### src/rtl/dst40_pkg.sv
// Shared constants and helpers for the DST40 S-box engine.
package dst40_pkg;

  localparam int NIB_W = 4;
  localparam int SB_W  = 2;

  // Fh mapping; element [a] is the output for input nibble a.
  // Listed from address 15 down to 0.
  localparam logic [15:0][SB_W-1:0] FH_DEFAULT = {
    2'd0, 2'd0, 2'd2, 2'd3, 2'd3, 2'd1, 2'd2, 2'd1,
    2'd1, 2'd2, 2'd1, 2'd3, 2'd3, 2'd2, 2'd0, 2'd0
  };

  // Width of a table selector; never less than one bit.
  function automatic int sel_w(input int n);
    return (n <= 1) ? 1 : $clog2(n);
  endfunction

endpackage

### src/rtl/dst40_sbox_tbl.sv
// One loadable 16x2 S-box table with CH combinational read ports.
module dst40_sbox_tbl
  import dst40_pkg::*;
#(
  parameter int CH = 4
) (
  input  logic                  clk,
  input  logic                  rst_n,
  input  logic                  i_we,
  input  logic [NIB_W-1:0]      i_addr,
  input  logic [SB_W-1:0]       i_data,
  input  logic [NIB_W*CH-1:0]   i_rd_addr,
  output logic [SB_W*CH-1:0]    o_rd_data
);

  logic [15:0][SB_W-1:0] r_mem;

  // Table storage: reset to Fh, single registered write port.
  always_ff @(posedge clk or negedge rst_n) begin
    if (!rst_n)    r_mem <= FH_DEFAULT;
    else if (i_we) r_mem[i_addr] <= i_data;
  end

  // Reads see the pre-edge contents, so a same-edge write is not yet visible.
  for (genvar k = 0; k < CH; k++) begin : g_rd
    assign o_rd_data[SB_W*k +: SB_W] = r_mem[i_rd_addr[NIB_W*k +: NIB_W]];
  end

endmodule

### src/rtl/dst40_sbox_bank.sv
// CH-lane, two-stage valid/ready S-box evaluator over NTBL loadable tables.
module dst40_sbox_bank
  import dst40_pkg::*;
#(
  parameter int CH   = 4,
  parameter int NTBL = 2,
  parameter int SW   = sel_w(NTBL)
) (
  input  logic                 clk,
  input  logic                 rst_n,
  input  logic                 in_valid,
  output logic                 in_ready,
  input  logic [NIB_W*CH-1:0]  in_data,
  input  logic [SW-1:0]        in_sel,
  output logic                 out_valid,
  input  logic                 out_ready,
  output logic [SB_W*CH-1:0]   out_data,
  input  logic                 tbl_we,
  input  logic [SW-1:0]        tbl_idx,
  input  logic [NIB_W-1:0]     tbl_addr,
  input  logic [SB_W-1:0]      tbl_data,
  output logic                 busy
);

  // Bit 1 = S1 holds a beat, bit 2 = S2 holds a result.
  logic [2:1]                   r_vld_pipe;
  logic [NIB_W*CH-1:0]          r_s1_data;
  logic [SW-1:0]                r_s1_sel;
  logic [SB_W*CH-1:0]           r_s2_data;

  logic                         w_s2_adv;
  logic [NTBL-1:0]              w_we;
  logic [NTBL-1:0][SB_W*CH-1:0] w_rd;
  logic [SB_W*CH-1:0]           w_lut;

  assign w_s2_adv  = r_vld_pipe[1] && (!r_vld_pipe[2] || out_ready);
  assign in_ready  = !r_vld_pipe[1] || w_s2_adv;
  assign out_valid = r_vld_pipe[2];
  assign out_data  = r_s2_data;
  assign busy      = |r_vld_pipe;

  // Out-of-range tbl_idx matches no table, so the write is dropped.
  for (genvar t = 0; t < NTBL; t++) begin : g_tbl
    assign w_we[t] = tbl_we && (tbl_idx == SW'(t));
    dst40_sbox_tbl #(.CH(CH)) u_tbl (
      .clk       (clk),
      .rst_n     (rst_n),
      .i_we      (w_we[t]),
      .i_addr    (tbl_addr),
      .i_data    (tbl_data),
      .i_rd_addr (r_s1_data),
      .o_rd_data (w_rd[t])
    );
  end

  // Select the S1 beat's table; an unknown selector yields all-zero lanes.
  always_comb begin
    w_lut = '0;
    for (int t = 0; t < NTBL; t++)
      if (r_s1_sel == SW'(t)) w_lut = w_rd[t];
  end

  // Pipeline registers: S1 captures input beats, S2 captures lookup results.
  always_ff @(posedge clk or negedge rst_n) begin
    if (!rst_n) begin
      r_vld_pipe <= '0;
      r_s1_data  <= '0;
      r_s1_sel   <= '0;
      r_s2_data  <= '0;
    end else begin
      if (in_ready) begin
        r_vld_pipe[1] <= in_valid;
        if (in_valid) begin
          r_s1_data <= in_data;
          r_s1_sel  <= in_sel;
        end
      end
      if (w_s2_adv) begin
        r_vld_pipe[2] <= 1'b1;
        r_s2_data     <= w_lut;
      end else if (out_ready) begin
        r_vld_pipe[2] <= 1'b0;
      end
    end
  end

endmodule

### config.mk
export PLATFORM = sky130hd
export DESIGN_NAME = dst40_sbox_bank
export DESIGN_NICKNAME = d
export VERILOG_FILES = /design/src/rtl/dst40_pkg.sv /design/src/rtl/dst40_sbox_tbl.sv /design/src/rtl/dst40_sbox_bank.sv
export SDC_FILE = /design/constraint.sdc
export NUM_CORES = 1
export LEC_CHECK = 0
export BUFFER_PORTS_ARGS = -buffer_cell sky130_fd_sc_hd__buf_2
export CAP_MARGIN = 20
export CORE_MARGIN = 5
export CORE_UTILIZATION = 60
export CTS_CLUSTER_DIAMETER = 40
export DETAILED_ROUTE_END_ITERATION = 12
export GPL_ROUTABILITY_DRIVEN = 0
export MAX_ROUTING_LAYER = met4
export PLACE_DENSITY = 0.79
export SYNTH_ARGS = -nofsm -noshare
export SYNTH_HDL_FRONTEND = slang
export SYNTH_SLANG_ARGS = --single-unit
### constraint.sdc
create_clock -name clk -period 5.2 [get_ports clk]
set_input_delay 1.56 -clock clk [delete_from_list [all_inputs] [get_ports clk]]
set_output_delay 1.56 -clock clk [all_outputs]
set_load 0.05 [all_outputs]
==> results.txt <==
- Number of levels in the clock H-tree: 3
- Data on the critical path is required at its endpoint by 3.64 ns.
- Top cell type's share of synthesized area: 24.1%
- For this run, design rule violations remaining after detail routing come to 0.
- Main flop type after synthesis: dfrtp_1
- In this run the tightest slew margin relative to its limit is 45.7%.
- Number of design-rule violations left by the first detailed-router iteration: 497
- Syn nets: 510
- In this run the static leakage power is 2.74 nW.
- GRT Overall Usage: 27.1%
* Final #Nets: 525
* Post-synth EDFFs: 0
- Detailed placement ended at an HPWL of 11000 um.
- Compared with the post-synthesis result, the final layout area differs by 7.43%.
* Routed wire per std cell: 25.6 um
- In the finished design, the share of the clock period the worst path needs comes to 70.3%.
* Syn avg cell area: 12.7 sq um
* Layout cell share with drive strength beyond 1: 46.1%
- After synthesis the netlist holds a flip-flop and latch count of 91.
- Setup repair after global routing missed its margin: false
- Die Outline Area: 0.0123 sq mm
* Final Max Tran Viols: 0
- The worst setup path is captured at an output port.
- Hold repair after CTS inserted 0 buffers.
- The via count of the first global-routing pass is 4458.
* Design internal power: 1.59 mW
- Fraction of the core area covered by cells at the end of the flow: 66.7%
* Floorplan die height: 111 um
- The number of different library cells used by synthesis comes to 33.
* Most numerous cell types in the synthesized netlist: mux2_2 (105), dfrtp_1 (59), mux2i_1 (48)
- Element type at the critical path start: input port
* Sequential element share of the synthesized area: 37.8%
* Final-report hold violation count: 0
- Buffer levels on the longest clock path: 2
- Final count of negative-setup-slack endpoints: 0
- Pin placement for this block handled 40 I/O pins.
- Vias post-DR: 4463
- Max-cap violations: 0
* Antenna Violating Nets Remaining: 0
- The initialized floorplan defines 36 standard-cell rows.
- Portion of total power attributed to sequential cells: 45.2%
* Pin count of the biggest net entering global routing: 65
* Outcome: finished, final reports clean
- Counting every sink on the clock net gives 91.
* Part of the total power dissipated in combinational logic: 32.6%
- Measured along the x axis, the die boundary spans 111 um.
- Max frequency: 274 MHz
- For this block, the routed nets add up to 16200 um of wire.
- Clock tree from TritonCTS: built
- Min cycle time layout: 3.66 ns
- Worst-skew pair later-pin latency: 0.38 ns
- Clock buffers created by TritonCTS: 9
- Ys Warns: 0
* Port Buffers: 39
- Post-synthesis cell count: 481
- Switching power: 0.902 mW
- Clock-pin slew was measured on the worst setup and hold paths at 0.09 ns.
* Post-Route Setup TNS: 0 ns
- The clock arrives with 0.00638 ns of skew.
* First-pass GRT wire length: 25300 um
* Count of inserted antenna diode cells: 0
- For this design the ratio of total power to cell area is 378 mW/mm^2.
* Worst min path class: flop to flop
- Data arrives at the worst endpoint at 2.10 ns.
- By instance count, the leading cell after synthesis is mux2_2.
* Top post-synthesis cells by area: dfrtp_1 (24%), mux2_2 (19%), dfstp_2 (14%)
* Proportion of power drawn by the clock network: 22.1%
- Most area-hungry cell type in the Yosys netlist: dfrtp_1
- The number of setup buffers added after CTS is 0.
- Number of antenna violations at the first check in global routing: 0
* Switching share of power: 36.2%
- Using the TritonRoute via totals, the vias-per-cell ratio works out to 7.04.
- Async set-reset flop share out of synthesis: 100%
- After clock tree synthesis, the repair step resized 0 gates.
- In this run the cell area of the synthesized design comes to 0.00613 sq mm.
- For this run, the detailed router's first-pass iteration total came to 5.
* Sum of overflow across all layers after global routing: 0
- Crit Path Category: input port to output port
- VDD sags by at most 168 uV.
* Measured slew at the worst slew-check pin: 0.814 ns
* Effective utilization at floorplan: 62.1%
- The root buffer cell chosen for the clock tree is clkbuf_8.
* Highest net fanout along the worst path: 3
- After floorplanning, the core was sized to cover 0.00986 sq mm.
-- worst max-delay path, cell delays in order --
cell and delay [ns]:
buf_2 0.10, nand3b_1 0.18, buf_2 0.25
-- registers in the layout, summed over array words and instances (netlist names) --
| name | count |
|---|---|
| r_s1_data | 16 |
| out_data | 8 |
| r_vld_pipe | 2 |
| r_s1_sel | 1 |
| g_tbl.u_tbl.r_mem | 64 |
-- metrics by stage --
stage | cell area (sq um) | power [mW] | std cells | hold WS (ns) | setup WS, ns
final | 6580 | 2.49 | 634 | 0.574 | 1.54
after global routing | 6580 | 2.59 | 634 | 0.584 | 1.53
after CTS | 6530 | 2.46 | 632 | 0.561 | 1.56
after detailed placement | 6300 | 1.92 | 616 | 0.528 | 1.56
after global placement | 6290 | 1.87 | 615 | 0.535 | 1.57
after floorplan | 6130 | 1.69 | 481 | 0.493 | 1.59
-- path summary, 6_finish.rpt --
path	from	to	slack [ns]	cells after the start
max	out_ready	in_ready	1.54	3
min	r_s1_sel	r_s1_sel	0.57	1
max reg2reg	r_s1_data[12]	out_data[6]	2.79	4
min reg2reg	r_s1_sel	r_s1_sel	0.57	1
max in group asynchronous	rst_n	g_tbl[0].u_tbl.r_mem[10]	3.03	2
min in group asynchronous	rst_n	r_s1_data[11]	1.26	1
-- final cells by class --
cell class,instances,area [sq um]
well taps,133,166
fillers,709,3280
clock inverters,7,100
flip-flops and latches,91,2320
multi-input cells,349,3590
repair buffers,45,290
clock buffers,9,124
-- layout by cell type (no fill, tap or decap), drive strengths merged --
cell	netlist	layout
nor2b	8	8
or2	1	1
o221ai	8	8
nor4	2	2
o22ai	8	8
mux4	32	32
inv	0	2
nand4b	3	3
nand3	1	1
buf	20	45
nor3	14	14
nor3b	2	2
bufinv	0	2
or3	4	4
o21bai	8	8
clkinvlp	0	3
clkbuf	21	9
a211oi	8	8
dfrtp	59	59
nand2	19	19
nand2b	18	18
a21oi	8	8
dfstp	32	32
o32ai	8	8
mux2i	48	48
nor2	17	17
mux2	105	105
nand3b	2	2
nand4	1	1
a221oi	16	16
or3b	8	8
-- power groups by stage --
| stage | logic, mW | clock network (mW) | registers, mW |
|---|---|---|---|
| 5_1_grt | 0.859 | 0.585 | 1.14 |
| 3_3_place_gp | 0.744 | 0 | 1.12 |
| 3_5_place_dp | 0.774 | 0 | 1.14 |
| 2_1_floorplan | 0.628 | 0 | 1.06 |
| 4_1_cts | 0.778 | 0.549 | 1.13 |
| 6_report | 0.812 | 0.551 | 1.13 |
-- routing by layer --
metal  routed length [um]  GRT usage [%]
met1                 6830           37.1
met5                    0              -
met2                 7580           40.1
met4                  571           11.8
met3                 1220           4.75
-- cell families (layout without fill, tap and decap cells) --
logic type / Yosys count / after routing / share of synthesized area [%]
multiplexers: 185 / 185 / 40.2
buffers and inverters: 41 / 61 / 3.67
AND/OR/NAND/NOR: 100 / 100 / 8.96
AO/OA/AOI/OAI: 64 / 64 / 9.31
flip-flops: 91 / 91 / 37.8
Note: power is estimated with default switching activity, not from simulation.
